## src/rtl/fp_pipe_ctrl.sv

```systemverilog
// Valid/ready control plane for a multi-stage FP datapath: per-stage load enables,
// bubble-collapsing backpressure, synchronous flush and occupancy tracking.
module fp_pipe_ctrl #(
  parameter int stages    = 3,
  parameter int cnt_width = $clog2(stages + 1)
) (
  input  logic                 clk,
  input  logic                 reset,
  input  logic                 in_valid,
  output logic                 in_ready,
  output logic                 out_valid,
  input  logic                 out_ready,
  input  logic                 flush,
  output logic [stages-1:0]    stage_active,
  output logic [stages-1:0]    stage_valid,
  output logic [cnt_width-1:0] occupancy,
  output logic                 empty
);
  logic [stages-1:0]    r_v;
  logic [cnt_width-1:0] r_occ;
  logic [stages-1:0]    w_rdy;
  logic [stages-1:0]    w_up;
  logic [stages-1:0]    w_v_nxt;
  logic                 w_chain;
  logic                 w_acc;
  logic                 w_emit;

  // Ready ripples from the tail toward the head: a stage can load when it is
  // empty or its own entry is moving on this cycle.
  always_comb begin
    w_rdy   = '0;
    w_chain = out_ready;
    for (int i = stages - 1; i >= 0; i--) begin
      w_chain  = !r_v[i] | w_chain;
      w_rdy[i] = w_chain;
    end
  end

  always_comb begin
    w_up    = '0;
    w_up[0] = in_valid;
    for (int i = 1; i < stages; i++) begin
      w_up[i] = r_v[i-1];
    end
  end

  assign stage_active = w_rdy & w_up & {stages{!flush}};
  assign in_ready     = w_rdy[0] & !flush;
  assign w_v_nxt      = (w_rdy & w_up) | (~w_rdy & r_v);

  // Flush suppresses both handshakes so occupancy never counts a discarded transfer.
  assign w_acc  = in_valid & in_ready;
  assign w_emit = r_v[stages-1] & out_ready & !flush;

  always_ff @(posedge clk or posedge reset) begin
    if (reset) begin
      r_v   <= '0;
      r_occ <= '0;
    end else if (flush) begin
      r_v   <= '0;
      r_occ <= '0;
    end else begin
      r_v   <= w_v_nxt;
      r_occ <= r_occ + cnt_width'(w_acc) - cnt_width'(w_emit);
    end
  end

  assign out_valid   = r_v[stages-1];
  assign stage_valid = r_v;
  assign occupancy   = r_occ;
  assign empty       = (r_occ == '0);
endmodule

```

## config.mk

```make
export PLATFORM = sky130hd
export DESIGN_NAME = fp_pipe_ctrl
export DESIGN_NICKNAME = d
export VERILOG_FILES = /design/src/rtl/fp_pipe_ctrl.sv
export SDC_FILE = /design/constraint.sdc
export NUM_CORES = 1
export LEC_CHECK = 0
export CAP_MARGIN = 20
export CORE_AREA = 4 4 41 43
export DETAILED_ROUTE_END_ITERATION = 12
export DIE_AREA = 0 0 45 47
export SYNTH_ARGS = -nofsm -noshare
export SYNTH_HDL_FRONTEND = slang
export SYNTH_SLANG_ARGS = --single-unit
```

## constraint.sdc

```tcl
create_clock -name clk -period 1.86 [get_ports clk]
set_input_delay 0.279 -clock clk [delete_from_list [all_inputs] [get_ports clk]]
set_output_delay 0.279 -clock clk [all_outputs]
set_load 0.05 [all_outputs]
```

# == Yosys cells after proc, flatten, opt, wreduce, memory -nomap -nowiden ==
# Cells that the tools add are included.
# totals
reg_bits,5
inputBits,5
word_cells,23
# classes
add_sub_neg,2
muxes,2
bitwise,12
n_reduce_logical,5
# op_table
operator,count
AND 3 bit,3
AND 1 bit,4
zero test 1 bit,4
2-to-1 mux 3 bit,1
NOT 3 bit,1
bitwise OR 1 bit,3
bitwise OR 3 bit,1
adder 2 x 1 -> 2 bit,1
zero test 2 bit,1
2-to-1 mux 2 bit,1
subtractor 2 x 1 -> 2 bit,1

# == Longest topological paths before layout ==
# Gate-level depths: netlist (run 1).
# depth
ltp_word,9
depth_mapped,7
depth_no_buf,7

# == Least setup slack after synthesis (run 1) ==
# OpenSTA, ideal clock, no wires.
# synth_timing
kind,reg-to-output
from,reg r_v[2] (netlist: stage_valid[2])
to,out stage_active[0]
arrival_ns,1.987
required_ns,1.581
slack_ns,-0.406
stages_incl_launch_ff,3
n_path_buf,0
cell_sequence,dfrtp_1 nand4b_1 nor3b_1
# synth_between
elab_chain_len,6
# synth_lines
element,line,text
"start, declared",19,logic [stages-1:0] r_v;
"start signal, assigned",63,r_v <= w_v_nxt;
zero test 1 bit,34,w_chain = !r_v[i] | w_chain;
bitwise OR 1 bit (3 in series),34,
AND 3 bit (2 in series),47,assign stage_active = w_rdy & w_up & {stages{!flush}};
"end, declared",14,"output logic [stages-1:0] stage_active,"
# No other way between the ends.

# == Worst setup path after layout (run 1) ==
# layout_timing
from,reg r_v[2] (netlist: stage_valid[2])
to,out stage_valid[2]
# layout_rtl
element,line,text
"end, declared",15,"output logic [stages-1:0] stage_valid,"
# No word-level cell between the ends.

==> results_dict.tcl, run 1 <==
set metrics [dict create \
    drc 0 \
    syn_area_per_cell_um2 10.0 \
    cts_resized 0 \
    ys_seq_area_share_pct 41.7 \
    crit_cells 1 \
    multiInputGateArea_um2 163 \
    rsz0062_at_grt "false" \
    setup-violations-final 0 \
    crit_chain "clkdlybuf4s50_1" \
    cp-end-kind "output port" \
    yosysTopAreaCell "dfrtp_1" \
    grt_pass1_vias 254 \
    outcome "complete, no violations" \
    synthAdderAreaFrac_pct 8.33 \
    synth_fp_nets 37 \
    combPwrFrac_pct 34.1 \
    gr-total-overflow 0 \
    critPathBufInv 1 \
    cp.required_ps 1580 \
    num_antenna_cells 0 \
    internal-power_mw 0.251 \
    dieHeight_um 47 \
    grt_use_total_pct 7.55 \
    synthXorXnorAreaFrac_pct 7.50 \
    place.gp.congestion 0.694 \
    synth_top_family_by_area "simple AND/OR/NAND/NOR gates" \
    fillers 140 \
    finalMaxSlewViolations 0 \
    top_layer "met4" \
    slowest_delay_ps 830 \
    p_sw_mw 0.123 \
    clk_pin_slew_worst_paths_ps 40 \
    yosysWarningCount 0 \
    design_power_total_mw 0.373 \
    syn_area_um2 300 \
    cts.sinks 5 \
    yosys.area.top_type_share_pct 41.7 \
    cts_tree "done" \
    vias 275 \
    min_path_type "in2async" \
    wl_per_cell_um 9.68 \
    drt-pass1-iter-count 1 \
    dp_hpwl_um 561 \
    final_util_pct 42.9 \
    vdd_drop_max_v 0.000300 \
    synthMuxAreaShare_pct 0 \
    grt_start_max_net_pins 7 \
    ys_ff_latch 5 \
    fin_cells 65 \
    period_share_pct 94.7 \
    crit_path_start_kind "register" \
    grt_pass1_wl_mm 1.06 \
    crit_type "reg2out" \
    drive_above_1_share_pct 30.0 \
    core_mm2 0.00130 \
    dr_wl_met3_um 70 \
    root_buffer "clkbuf_4" \
    drtIter0Drc 0 \
    synth-simple-area-share_pct 26.7 \
    setup_tns_ps 0 \
    critical_path.top_delay_family "buffers and inverters" \
    powerDensity_mw_per_mm2 669 \
    swShare_pct 32.8 \
    portBuffers 15 \
    skew_ps 3.79 \
    area_growth_pct 85.8 \
    synth_compound_area_share_pct 6.67 \
    arrival_ps 1480 \
    power_frac_clock_pct 33.4 \
    worstMarginPinSlew_ps 493 \
    cts_buffers 3 \
    cts_buffer_depth 2 \
    htree_levels 1 \
    detail-route-antenna-nets 0 \
    fin_nets 58 \
    rows 13 \
    synth_cell_types 14 \
    antenna_found_initial 0 \
    wl_met1_um 247 \
    die_area_mm2 0.00212 \
    dr_wl_met2_um 296 \
    cts_setup_buffers 0 \
    start_util_pct 23.1 \
    holdWs_ps 237 \
    io_pins 16 \
    totalWireLength_um 629 \
    syn_inst 30 \
    r2r_cells 7 \
    p_seq_share_pct 32.5 \
    final_hold_viol_count 0 \
    via_per_inst 4.23 \
    fin_crit_ps 1760 \
    die_w_um 45 \
    synthTopCellsByArea "dfrtp_1 (42%), ha_1 (8.3%), nor3b_1 (7.5%), xnor3_1 (7.5%), nor2b_1 (6.3%)" \
    dp.cells 61 \
    clk_latency_ps 240 \
    cp_slowest_cell "clkdlybuf4s50_1" \
    ff_latch_area_um2 125 \
    maxSlewHeadroom_pct 67.0 \
    hold_buffers 0 \
    cp_max_fo 6 \
    p_leak_nw 0.254 \
    drv_cap 0 \
    fmax_mhz 568 \
]
-- worst reg2reg max path: stages (launching register included) --
cell and delay [ps]:
dfrtp_1 420, nand4b_1 180, nand3b_1 100, ha_1 270, inv_1 60, ha_1 140, xnor3_1 200, nor2_1 90
-- Yosys cell counts --
library cell,instances
nor2b_1,3
xnor3_1,1
nand3b_1,2
buf_2,1
inv_1,4
o21ba_2,1
buf_4,1
a21oi_1,2
nor2_1,3
nor3b_1,3
nand2_1,1
ha_1,2
dfrtp_1,5
nand4b_1,1
-- area by class of cell --
type	instances	area share, %
flip-flops and latches	5	22.4
multi-input cells	19	29.1
repair buffers	18	37.7
inverters	4	2.69
well taps	15	3.36
clock buffers	4	4.71
-- power groups by stage --
stage                     Sequential, mW  Clock [mW]  Combinational (mW)
after floorplan                    0.145           0              0.0539
after global placement             0.123           0               0.128
after detailed placement           0.123           0               0.129
after CTS                          0.122       0.129               0.129
after global routing               0.123       0.139               0.134
final                              0.121       0.125               0.127
-- registers in the layout, summed over array words and instances, names as in the netlist --
register,flops
stage_valid,3
occupancy,2
-- placed cells by master (no fill, tap or decap), drive strengths merged --
cell	instances
a21oi	2
buf	8
clkbuf	4
clkdlybuf4s50	10
dfrtp	5
ha	2
inv	4
nand2	1
nand3b	2
nand4b	1
nor2	3
nor2b	3
nor3b	3
o21ba	1
xnor3	1
-- cells by family (layout without fill, tap and decap cells) --
family,after synthesis,in the layout
compound gates,3,3
xor+xnor,1,1
fa+ha+maj,2,2
buf+inv,6,26
flops,5,5
simple gates,13,13
-- worst paths after layout --
kind                                  endpoint            from  slack, ps
worst max-delay path            stage_valid[2]  stage_valid[2]        100
worst min-delay path            stage_valid[2]           reset        240
worst max register to register    occupancy[1]  stage_valid[2]        340
worst min register to register  stage_valid[2]  stage_valid[1]        570
max in group asynchronous       stage_valid[0]           reset       1450
min in group clk                stage_valid[2]  stage_valid[1]        570
-- per-layer routing --
layer  global-route usage (%)  up-vias
li1                         -      137
met1                     8.08      122
met2                     11.0       14
met3                     3.45        2
met4                     7.02        0
met5                        0        -
-- per-stage QoR --
step	setup slack, ps	cell area [um^2]
detailed placement	-19.5	532
floorplan	41.3	315
CTS	78.9	558
global placement	-5.65	532
finish	98.5	558
global route	19.5	558
(Power assumes the default switching activity.)
==> run 2, diff against run 1 <==
ABC_AREA = 1   (was unset)
TNS_END_PERCENT = 10   (was unset)
==> run 2 against run 1 <==
Area after synthesis increased by 4.2%. Cell count increased by 17%. First-iteration DRC count increased by 2. Final area decreased by 2.2%. Die area unchanged. Sequential power is essentially flat. Largest cell class unchanged. Non-clock buffer count fell by 1. Clock power up 3%. Register-to-register slack improved by 50 ps. Utilization down 0.96 points. Global-route usage up 0.23 points.
==> results_dict.tcl, run 2 <==
set metrics [dict create \
    outcome "complete, no violations" \
    gr-total-overflow 0 \
    num_antenna_cells 0 \
    mostFrequentLayoutCells "inv_1 (9), nand2_1 (7), clkdlybuf4s50_1 (7)" \
    design_power_total_mw 0.374 \
    yosys.area.top_type_share_pct 40.0 \
    rsz0062_at_grt "false" \
    synth-edff-count 0 \
    grt_pass1_vias 286 \
    die_w_um 45 \
    antenna_found_initial 0 \
    place.gp.congestion 0.697 \
    powerDensity_mw_per_mm2 685 \
    dp_hpwl_um 604 \
    async_flop_share_pct 100 \
    synth_fp_nets 48 \
    clk_pin_slew_worst_paths_ps 50 \
    critical_path.top_delay_family "buffers and inverters" \
    syn_area_um2 313 \
    slowest_delay_ps 820 \
    multiInputGateArea_um2 139 \
    syn_area_per_cell_um2 7.63 \
    drc 0 \
    final_hold_viol_count 0 \
    synth_most_common_cell "inv_1" \
    setup-violations-final 0 \
    r2r-end "occupancy[1]" \
    ys_seq_area_share_pct 40.0 \
    fmax_mhz 580 \
    min_path_type "in2async" \
    totalWireLength_um 706 \
    wl_per_cell_um 9.29 \
    ys_ff_latch 5 \
    crit_type "reg2out" \
    cts_buffers 3 \
    yosysTopAreaCell "dfrtp_1" \
    hold_buffers 0 \
    cp_slowest_cell "clkdlybuf4s50_1" \
    drtIter0Drc 2 \
    grt_use_total_pct 7.77 \
    grt_pass1_wl_mm 1.15 \
    htree_levels 1 \
    worstMarginPinSlew_ps 493 \
    synthTopCellsByArea "dfrtp_1 (40%), inv_1 (11%), nand2_1 (8.4%), ha_1 (8.0%), nand3_1 (4.8%)" \
    skew_ps 3.62 \
    syn_inst 41 \
    cts_resized 0 \
    portBuffers 15 \
    yosysWarningCount 0 \
    ff_latch_area_um2 125 \
    crit_path_start_kind "register" \
    die_area_mm2 0.00212 \
    io_pins 16 \
    core_mm2 0.00130 \
    largest_reg_flops 3 \
    cp_max_fo 4 \
    cts_buffer_depth 2 \
    cp.required_ps 1580 \
    dieHeight_um 47 \
    start_util_pct 24.0 \
    drt-pass1-iter-count 4 \
    rrSetupSlack_ps 390 \
    cp-end-kind "output port" \
    via_per_inst 4.21 \
    timing.rr.start "stage_valid[2]" \
    vias 320 \
    clk_latency_ps 240 \
    vdd_drop_max_v 0.000413 \
    setup_tns_ps 0 \
    r2r_cells 7 \
    synth_cell_types 14 \
    detail-route-antenna-nets 0 \
    crit_chain "clkdlybuf4s50_1" \
    period_share_pct 92.7 \
    drv_cap 0 \
    layout_commonest_cell "inv_1" \
    maxSlewHeadroom_pct 67.0 \
    rows 13 \
    synth-main-ff-cell "dfrtp_1" \
    fin_nets 69 \
    area_growth_pct 74.4 \
    drive_above_1_share_pct 31.1 \
    fin_crit_ps 1720 \
    fillers 151 \
    p_leak_nw 0.295 \
    finalMaxSlewViolations 0 \
    arrival_ps 1450 \
    critPathBufInv 1 \
    cts_setup_buffers 0 \
    cts.sinks 5 \
    root_buffer "clkbuf_4" \
    cts_tree "done" \
    synth_common_cells "inv_1 (9), nand2_1 (7), dfrtp_1 (5)" \
    grt_start_max_net_pins 8 \
]
run 2: cell count changes after synthesis, moves of 2 or more:
cell | before | now
nor3b_1 | 3 | 0
inv_2 | 0 | 2
nand3_1 | 0 | 3
nand2_1 | 1 | 7
o21ai_1 | 0 | 2
nor2b_1 | 3 | 0
nand3b_1 | 2 | 0
inv_1 | 4 | 9
run 2: metrics by stage:
step	instances	area, um^2	hold slack [ps]	setup WS (ps)	util (%)
6_report	76	546	241	135	41.9
5_1_grt	76	546	258	47.2	41.9
4_1_cts	76	546	245	118	41.9
3_5_place_dp	72	519	499	42.2	39.9
3_3_place_gp	72	519	495	52.6	39.9
2_1_floorplan	41	313	57.5	21.4	-
run 2: metal layers:
metal  vias to the layer above  share of wire, %  track usage [%]
met3                         2               8.5             3.45
met4                         0               2.5             3.51
li1                        168                 -                -
met2                        11                48             11.3
met1                       139                40             9.89
met5                         -                 0                0
run 2: how the worst max path moves through the flow:
stage | startpoint | to | slack (ps) | cells after the start
6_report | stage_valid[0] | stage_valid[0] | 140 | 1
3_5_place_dp | out_ready | occupancy[1] | 40 | 10
4_1_cts | stage_valid[0] | stage_valid[0] | 120 | 1
5_1_grt | flush | stage_active[2] | 50 | 6
3_3_place_gp | out_ready | occupancy[1] | 50 | 9
2_1_floorplan | stage_valid[1] | stage_active[2] | 20 | 2
run 2: cells by family (layout without fill, tap and decap cells):
group | after synthesis | after routing | synth area share, %
adder cells (fa/ha/maj) | 2 | 2 | 8.00
buffers and inverters | 12 | 32 | 15.6
flip-flops | 5 | 5 | 40.0
AND/OR/NAND/NOR | 17 | 17 | 27.2
AO/OA/AOI/OAI | 5 | 5 | 9.20
run 2: layout make-up:
type / count / share of cell area, %
inverters: 11 / 7.57
clock buffers: 4 / 4.82
repair buffers: 17 / 35.8
multi-input cells: 24 / 25.5
flip-flops and latches: 5 / 22.9
well taps: 15 / 3.44
run 2: where the power goes:
part	internal, mW	switching [mW]	total, mW
Combinational	0.0472	0.0756	0.123
Sequential	0.115	0.00692	0.122
Clock	0.0813	0.0473	0.129
